==> src/rtl/wb_pipe_buffer.sv <==
// wb_pipe_buffer
//   MEM->WB pipeline buffer: a DEPTH-entry FIFO of completed writeback
//   results with valid/ready handshakes on both sides, plus a combinational
//   forwarding lookup over the occupied entries.
//
// Ports
//   clk, rst            clock, asynchronous active-high reset
//   flush               synchronous clear of all entries (beats push/pop)
//   in_valid/in_ready   MEM side handshake; in_wd/in_wreg/in_wdata payload
//   out_valid/out_ready WB side handshake; out_wd/out_wreg/out_wdata head
//   count               occupied entries
//   fwd_addr            forwarding lookup address
//   fwd_hit/fwd_data    youngest occupied entry writing fwd_addr
module wb_pipe_buffer #(
    parameter int DATA_W = 32,
    parameter int ADDR_W = 5,
    parameter int DEPTH  = 2
) (
    input  logic                       clk,
    input  logic                       rst,
    input  logic                       flush,
    input  logic                       in_valid,
    output logic                       in_ready,
    input  logic [ADDR_W-1:0]          in_wd,
    input  logic                       in_wreg,
    input  logic [DATA_W-1:0]          in_wdata,
    output logic                       out_valid,
    input  logic                       out_ready,
    output logic [ADDR_W-1:0]          out_wd,
    output logic                       out_wreg,
    output logic [DATA_W-1:0]          out_wdata,
    output logic [$clog2(DEPTH+1)-1:0] count,
    input  logic [ADDR_W-1:0]          fwd_addr,
    output logic                       fwd_hit,
    output logic [DATA_W-1:0]          fwd_data
);

    localparam int PTR_W = $clog2(DEPTH);
    localparam int CNT_W = $clog2(DEPTH+1);

    logic [ADDR_W-1:0] wd_q    [DEPTH];
    logic [ADDR_W-1:0] wd_d    [DEPTH];
    logic              wreg_q  [DEPTH];
    logic              wreg_d  [DEPTH];
    logic [DATA_W-1:0] wdata_q [DEPTH];
    logic [DATA_W-1:0] wdata_d [DEPTH];
    logic [PTR_W-1:0]  rptr_q, rptr_d;
    logic [PTR_W-1:0]  wptr_q, wptr_d;
    logic [CNT_W-1:0]  count_q, count_d;

    logic push;
    logic pop;

    // Handshake flags come from registered count only, so there is no
    // combinational path from in_valid/out_ready back to them.
    assign in_ready  = (count_q != CNT_W'(DEPTH));
    assign out_valid = (count_q != '0);
    assign push      = in_valid & in_ready;
    assign pop       = out_valid & out_ready;
    assign count     = count_q;

    // Empty buffer presents the write-disable encoding, never a bypass.
    assign out_wd    = out_valid ? wd_q[rptr_q]    : '0;
    assign out_wreg  = out_valid ? wreg_q[rptr_q]  : 1'b0;
    assign out_wdata = out_valid ? wdata_q[rptr_q] : '0;

    always_comb begin
        rptr_d  = rptr_q;
        wptr_d  = wptr_q;
        count_d = count_q;
        wd_d    = wd_q;
        wreg_d  = wreg_q;
        wdata_d = wdata_q;
        if (flush) begin
            rptr_d  = '0;
            wptr_d  = '0;
            count_d = '0;
            for (int i = 0; i < DEPTH; i++) begin
                wreg_d[i] = 1'b0;
            end
        end else begin
            if (push) begin
                wd_d[wptr_q]    = in_wd;
                // x0 writes are squashed on entry so neither WB nor the
                // forwarding scan ever sees them as real writes.
                wreg_d[wptr_q]  = in_wreg & (in_wd != '0);
                wdata_d[wptr_q] = in_wdata;
                wptr_d          = wptr_q + PTR_W'(1);
            end
            if (pop) begin
                rptr_d = rptr_q + PTR_W'(1);
            end
            case ({push, pop})
                2'b10:   count_d = count_q + CNT_W'(1);
                2'b01:   count_d = count_q - CNT_W'(1);
                default: count_d = count_q;
            endcase
        end
    end

    always_ff @(posedge clk or posedge rst) begin
        if (rst) begin
            rptr_q  <= '0;
            wptr_q  <= '0;
            count_q <= '0;
            for (int i = 0; i < DEPTH; i++) begin
                wd_q[i]    <= '0;
                wreg_q[i]  <= 1'b0;
                wdata_q[i] <= '0;
            end
        end else begin
            rptr_q  <= rptr_d;
            wptr_q  <= wptr_d;
            count_q <= count_d;
            for (int i = 0; i < DEPTH; i++) begin
                wd_q[i]    <= wd_d[i];
                wreg_q[i]  <= wreg_d[i];
                wdata_q[i] <= wdata_d[i];
            end
        end
    end

    // Walk occupied entries oldest to youngest; a later match overwrites an
    // earlier one, leaving the youngest match in fwd_data.
    always_comb begin
        logic [PTR_W-1:0] idx;
        fwd_hit  = 1'b0;
        fwd_data = '0;
        idx      = '0;
        for (int i = 0; i < DEPTH; i++) begin
            idx = rptr_q + PTR_W'(i);
            if ((CNT_W'(i) < count_q) && wreg_q[idx] &&
                (wd_q[idx] == fwd_addr) && (fwd_addr != '0)) begin
                fwd_hit  = 1'b1;
                fwd_data = wdata_q[idx];
            end
        end
    end

endmodule
==> config.mk <==
export PLATFORM = sky130hd
export DESIGN_NAME = wb_pipe_buffer
export DESIGN_NICKNAME = d
export VERILOG_FILES = /design/src/rtl/wb_pipe_buffer.sv
export SDC_FILE = /design/constraint.sdc
export NUM_CORES = 1
export LEC_CHECK = 0
export CAP_MARGIN = 20
export CORE_ASPECT_RATIO = 1.5
export CORE_UTILIZATION = 30
export DETAILED_ROUTE_END_ITERATION = 6
export GPL_TIMING_DRIVEN = 0
export SETUP_SLACK_MARGIN = 0.05
export SYNTH_ARGS = -nofsm -noshare
export SYNTH_HDL_FRONTEND = slang
export SYNTH_SLANG_ARGS = --single-unit
==> constraint.sdc <==
create_clock -name clk -period 5.2 [get_ports clk]
set_input_delay 1.3 -clock clk [delete_from_list [all_inputs] [get_ports clk]]
set_output_delay 1.3 -clock clk [all_outputs]
set_load 0.05 [all_outputs]
Yosys cells after proc, flatten, opt, wreduce, memory -nomap -nowiden. Index checks and enable logic that the tools add are counted.

Output and inout port bits: 75. Bits in registers: 80. Word-level logic and storage cells: 87. Bits of input ports: 48.

Muxes and demuxes: 42. Eq/ne operators: 5. Magnitude comparators: 6. Add/subtract/negate cells: 4. Reduce and logical (&&, ||, !) cells: 14. Bitwise operators: 7.

Operators by type and width (count): $mux 32 (10); $bwmux 64 (1); $mux 5 (8); $demux 32 s1 (1); $mux 1 (14); $bwmux 10 (1); $eq 5x5->1 (2); $reduce_bool 5->1 (2); $logic_and 1x1->1 (7); $ge 2x2->1 const B (3); $mux 2 (3); $not 1->2 (3); $reduce_bool 2->1 (3); $demux 5 s1 (1); $lt 1x2->1 const A (2); $pmux 2 s2 (1); $and 1x1->1 (3); $reduce_bool 3->1 (1); $add 1x1->1 const B (2); $add 2x1->2 const B (1); $bwmux 2 (1); $eq 2x1->1 const B (1); $eq 2x2->1 const B (1); $lt 2x1->1 const B (1); other kinds (5) (5).

Longest topological paths before layout.
Word-level depth: 9. Depth in mapped cells: 8. Gate-level depth less buffers: 7.

Worst setup path before layout. OpenSTA, ideal clock, no wires.

Path kind: reg-to-output. From: register count_q[1] (netlist: count[1]). To: output port fwd_data[14]. Data arrival time: 3342 ps. Setup slack: 558 ps. Stages on the path, launching flop included: 9. Required time: 3900 ps. Path buffers: 2. Path through: dfrtp_1 > inv_1 > ha_1 > nor2_1 > and4_1 > clkbuf_1 > clkbuf_1 > nand3_1 > mux2i_1.

Cells in the longest elaborated chain, start to end: 6. Elaborated cells between the ends (all ways): 10. Classes of those cells: order compare: 2; mux: 2; reduce/logical: 6.

Ends and longest elaborated chain: start, declared (RTL line 49) `logic [CNT_W-1:0] count_q, count_d;`; start signal, assigned (RTL line 114) `count_q <= count_d;`; $lt 1x2->1 (RTL line 132) `if ((CNT_W'(i) < count_q) && wreg_q[idx] &&`; $logic_and 1x1->1 (2 in series) (RTL line 132); $logic_and 1x1->1 (RTL line 133) `(wd_q[idx] == fwd_addr) && (fwd_addr != '0)) begin`; $mux 32 (RTL line 132); $mux 32 (*) (RTL line 132); end, declared (RTL line 35) `output logic [DATA_W-1:0] fwd_data`.

Mark *: on every way between the ends. The rest lies on a longest branch, timed or not.

Final worst setup path.
From: input port fwd_addr[4]. To: output port fwd_data[20].

Cells in the longest elaborated chain, start to end: 5. Elaborated cells between the ends (all ways): 9. Classes of those cells: eq/ne: 2; mux: 2; reduce/logical: 5.

Ends and longest elaborated chain: start, declared (RTL line 33) `input logic [ADDR_W-1:0] fwd_addr,`; $eq 5x5->1 (RTL line 133); $logic_and 1x1->1 (RTL line 132); $logic_and 1x1->1 (RTL line 133); $mux 32 (RTL line 132); $mux 32 (*) (RTL line 132).

Marked as above.

==> results.yml <==
clock_network:
  cts_tree: "done"
  clkSinkCount: 80
  cts_made_buffers: 9
  h-tree-depth: 3
  ctsHoldBuffers: 0
  clk_pin_slew_ns: 0.06
  cts_root_buffer: "clkbuf_16"
  insertion_delay_ns: 0.33
  cts.path.max_buffers: 2
timing:
  finalSetupViolCount: 0
  maxSlewViolCount: 0
  hold_viol: 0
  timing.fmax_ghz: 0.201
  finalCritPeriodShare_pct: 95.8
  tightest_slew_ns: 0.954
  fin_crit_ns: 4.98
  whs_ns: 0.527
  fin_skew_ns: 0.00650
  maxSlewHeadroom_pct: 36.1
  grt_setup_unrepaired: "yes"
place:
  place_congestion: 0.799
  portBuffers: 121
  post-dp-hpwl_mm: 10.2
  post_dp_cell_area_sq_um: 6420
logic_synthesis:
  async_reset_ff_share_pct: 100
  synth_warnings: 0
  synth_edf_count: 0
  syn_inst: 417
  synth_nets: 468
  ys_ff_latch: 80
  avgSynthCellArea_sq_um: 11.8
  synthFlopType: "dfrtp_1"
  yosys.cell_types.count: 34
  ys_seq_area_share_pct: 40.7
  syn-cell-area_sq_um: 4920
die:
  die_height_microns: 159
  dieArea_sq_um: 16900
  io_pins: 123
  dieWidth_microns: 107
  initial_utilization_pct: 30.5
  rows: 57
  coreArea_sq_um: 16100
critical_path:
  critPathMaxFanout: 10
  path_class: "primary input to primary output"
  crit_required_ns: 3.90
  cp_cell_sequence: "clkdlybuf4s50_1, nor4_1, a2111oi_2, nand4_1, nor3_4, buf_12, buf_8, mux2i_1, buf_4"
  crit_slowest_cell: "clkdlybuf4s50_1"
  cp_num_buf_inv: 4
  cpPeakStageDelay_ns: 0.57
  start_kind: "primary input"
  critical_path_arrival_ns: 3.68
  crit_family: "buffers and inverters"
  worst_setup_path_end_kind: "primary output"
power_and_ir_drop:
  clkPwrFrac_pct: 14.2
  p_sw_mw: 1.96
  p_leak_nw: 2.62
  p_sw_share_pct: 45.1
  p_int_mw: 2.39
  vdd_drop_max_mv: 0.291
  power_frac_comb_pct: 59.2
  seq_power_share_pct: 26.5
  cellPowerDensity_nw_per_um2: 659
layout:
  fill_cells: 1617
  seq_area_sq_um: 2000
  mostFrequentLayoutCells: "103 x mux2_2, 88 x clkdlybuf4s50_1, 80 x mux2i_1, 80 x dfrtp_1, 39 x buf_2"
  final_common_cell: "mux2_2"
  utilization_pct: 40.9
  fin_nets: 603
  layout-drive-gt1-share_pct: 32.5
  finalInstanceArea_sq_um: 6590
  num_antenna_cells: 0
  syn_to_final_growth_pct: 34.0
  multiInputGateArea_sq_um: 2690
grt:
  grt_pass1_vias: 4036
  grt_pass1_wl_mm: 21.7
  grt_usage_pct: 16.9
  grt-ovfl-total: 0
  grt_start_max_net_pins: 49
  grt_antenna_before_repair: 0
hold_path:
  worst_hold_path_type: "flop to flop"
route:
  firstDrtPassIters: 4
  viasPerCell: 4.81
  wl_per_cell_microns: 17.7
  via_count: 3667
  ant_nets: 0
  drcViolationCount: 0
  totalWireLength_mm: 13.5
  drt-initial-drc-count: 91
run:
  cap_viol_max_count: 0
run_status:
  status: "finished, final reports clean"
## worst paths after layout
kind | cells past startpoint | slack (ns) | start | to
setup / recovery | 9 | 0.22 | fwd_addr[4] | fwd_data[20]
hold / removal | 1 | 0.53 | wdata_q[39] | wdata_q[39]
max in group asynchronous | 3 | 3.27 | rst | wd_q[9]
setup reg to reg | 7 | 2.51 | count[0] | wdata_q[34]
min in group asynchronous | 2 | 1.34 | rst | wdata_q[12]
hold reg to reg | 1 | 0.53 | wdata_q[39] | wdata_q[39]
## sequential cells by signal, summed over array words and instances (netlist names)
name	flops
count	2
rptr_q	1
wd_q	10
wdata_q	64
wptr_q	1
wreg_q	2
## kinds of logic after synthesis
family / synth area share [%]
AOI/OAI and AO/OA: 0.992
buffers and inverters: 4.65
muxes: 39.9
DFF: 40.7
and+or+nand+nor: 10.6
xor gates and xnor gates: 2.49
adders and majority gates: 0.763
## power by group through the flow
stage          sequential [mW]  combinational [mW]  clock (mW)
2_1_floorplan             1.12                1.86           0
6_report                  1.15                2.57       0.619
3_3_place_gp              1.13                2.56           0
5_1_grt                   1.20                2.74       0.667
3_5_place_dp              1.17                2.60           0
4_1_cts                   1.15                2.60       0.644
## synth_stat cells (2+ instances only)
library cell / number / area share (%)
and2_1: 29 / 3.7
nor3_2: 2 / 0.41
nand3_1: 29 / 3.0
mux2i_1: 80 / 16
clkbuf_1: 8 / 0.61
nand3b_1: 3 / 0.46
buf_8: 4 / 1.2
xor2_1: 4 / 0.71
buf_4: 3 / 0.46
dfrtp_1: 80 / 41
nand2_1: 3 / 0.23
inv_1: 8 / 0.61
buf_2: 15 / 1.5
xnor2_1: 10 / 1.8
nor2_1: 16 / 1.2
ha_1: 3 / 0.76
mux2_2: 103 / 24
## worst register-to-register path, cell delays in order (launching register included)
cell	delay [ns]
dfrtp_1	0.40
inv_1	0.08
ha_1	0.19
inv_1	0.09
nand2_1	0.21
nor3_2	0.78
buf_2	0.44
mux2_2	0.38
## what timing repair did
| action | in CTS | in global routing |
|---|---|---|
| endpoints found under the setup margin | 33 | 33 |
| gates resized for setup | 102 | 74 |
| hold endpoints to repair | 0 | 0 |
| cloned | 0 | 0 |
| buffers inserted | 2 | 0 |
| pin swaps | 1 | 0 |
## metal layers
metal / wire length [microns] / part of all wire, % / vias to the layer above / GRT usage [%]
met2: 7150 / 53 / 88 / 30.1
met1: 5580 / 41 / 1816 / 19.9
li1: - / - / 1742 / -
met5: 0 / 0 / - / 0
met3: 441 / 3.3 / 21 / 2.18
met4: 333 / 2.5 / 0 / 7.29
## through the flow
step | cells | setup TNS [ns] | total power [mW] | setup WS (ns)
finish | 763 | 0 | 4.35 | 0.218
global route | 763 | 0 | 4.61 | 0.00367
CTS | 763 | 0 | 4.40 | 0.0534
detailed placement | 745 | -17.00 | 3.76 | -0.620
global placement | 744 | -17.20 | 3.69 | -0.644
floorplan | 417 | 0 | 2.99 | 0.558
## cell type report
class | instances | share of cell area, %
Tap cell | 206 | 3.91
Clock buffer | 11 | 3.53
Timing Repair Buffer | 124 | 17.0
Inverter | 8 | 0.494
Sequential cell | 80 | 30.4
Clock inverter | 5 | 0.873
Multi-Input combinational cell | 298 | 40.8
Buffer | 31 | 3.02
Power figures use the tool's default switching activity.
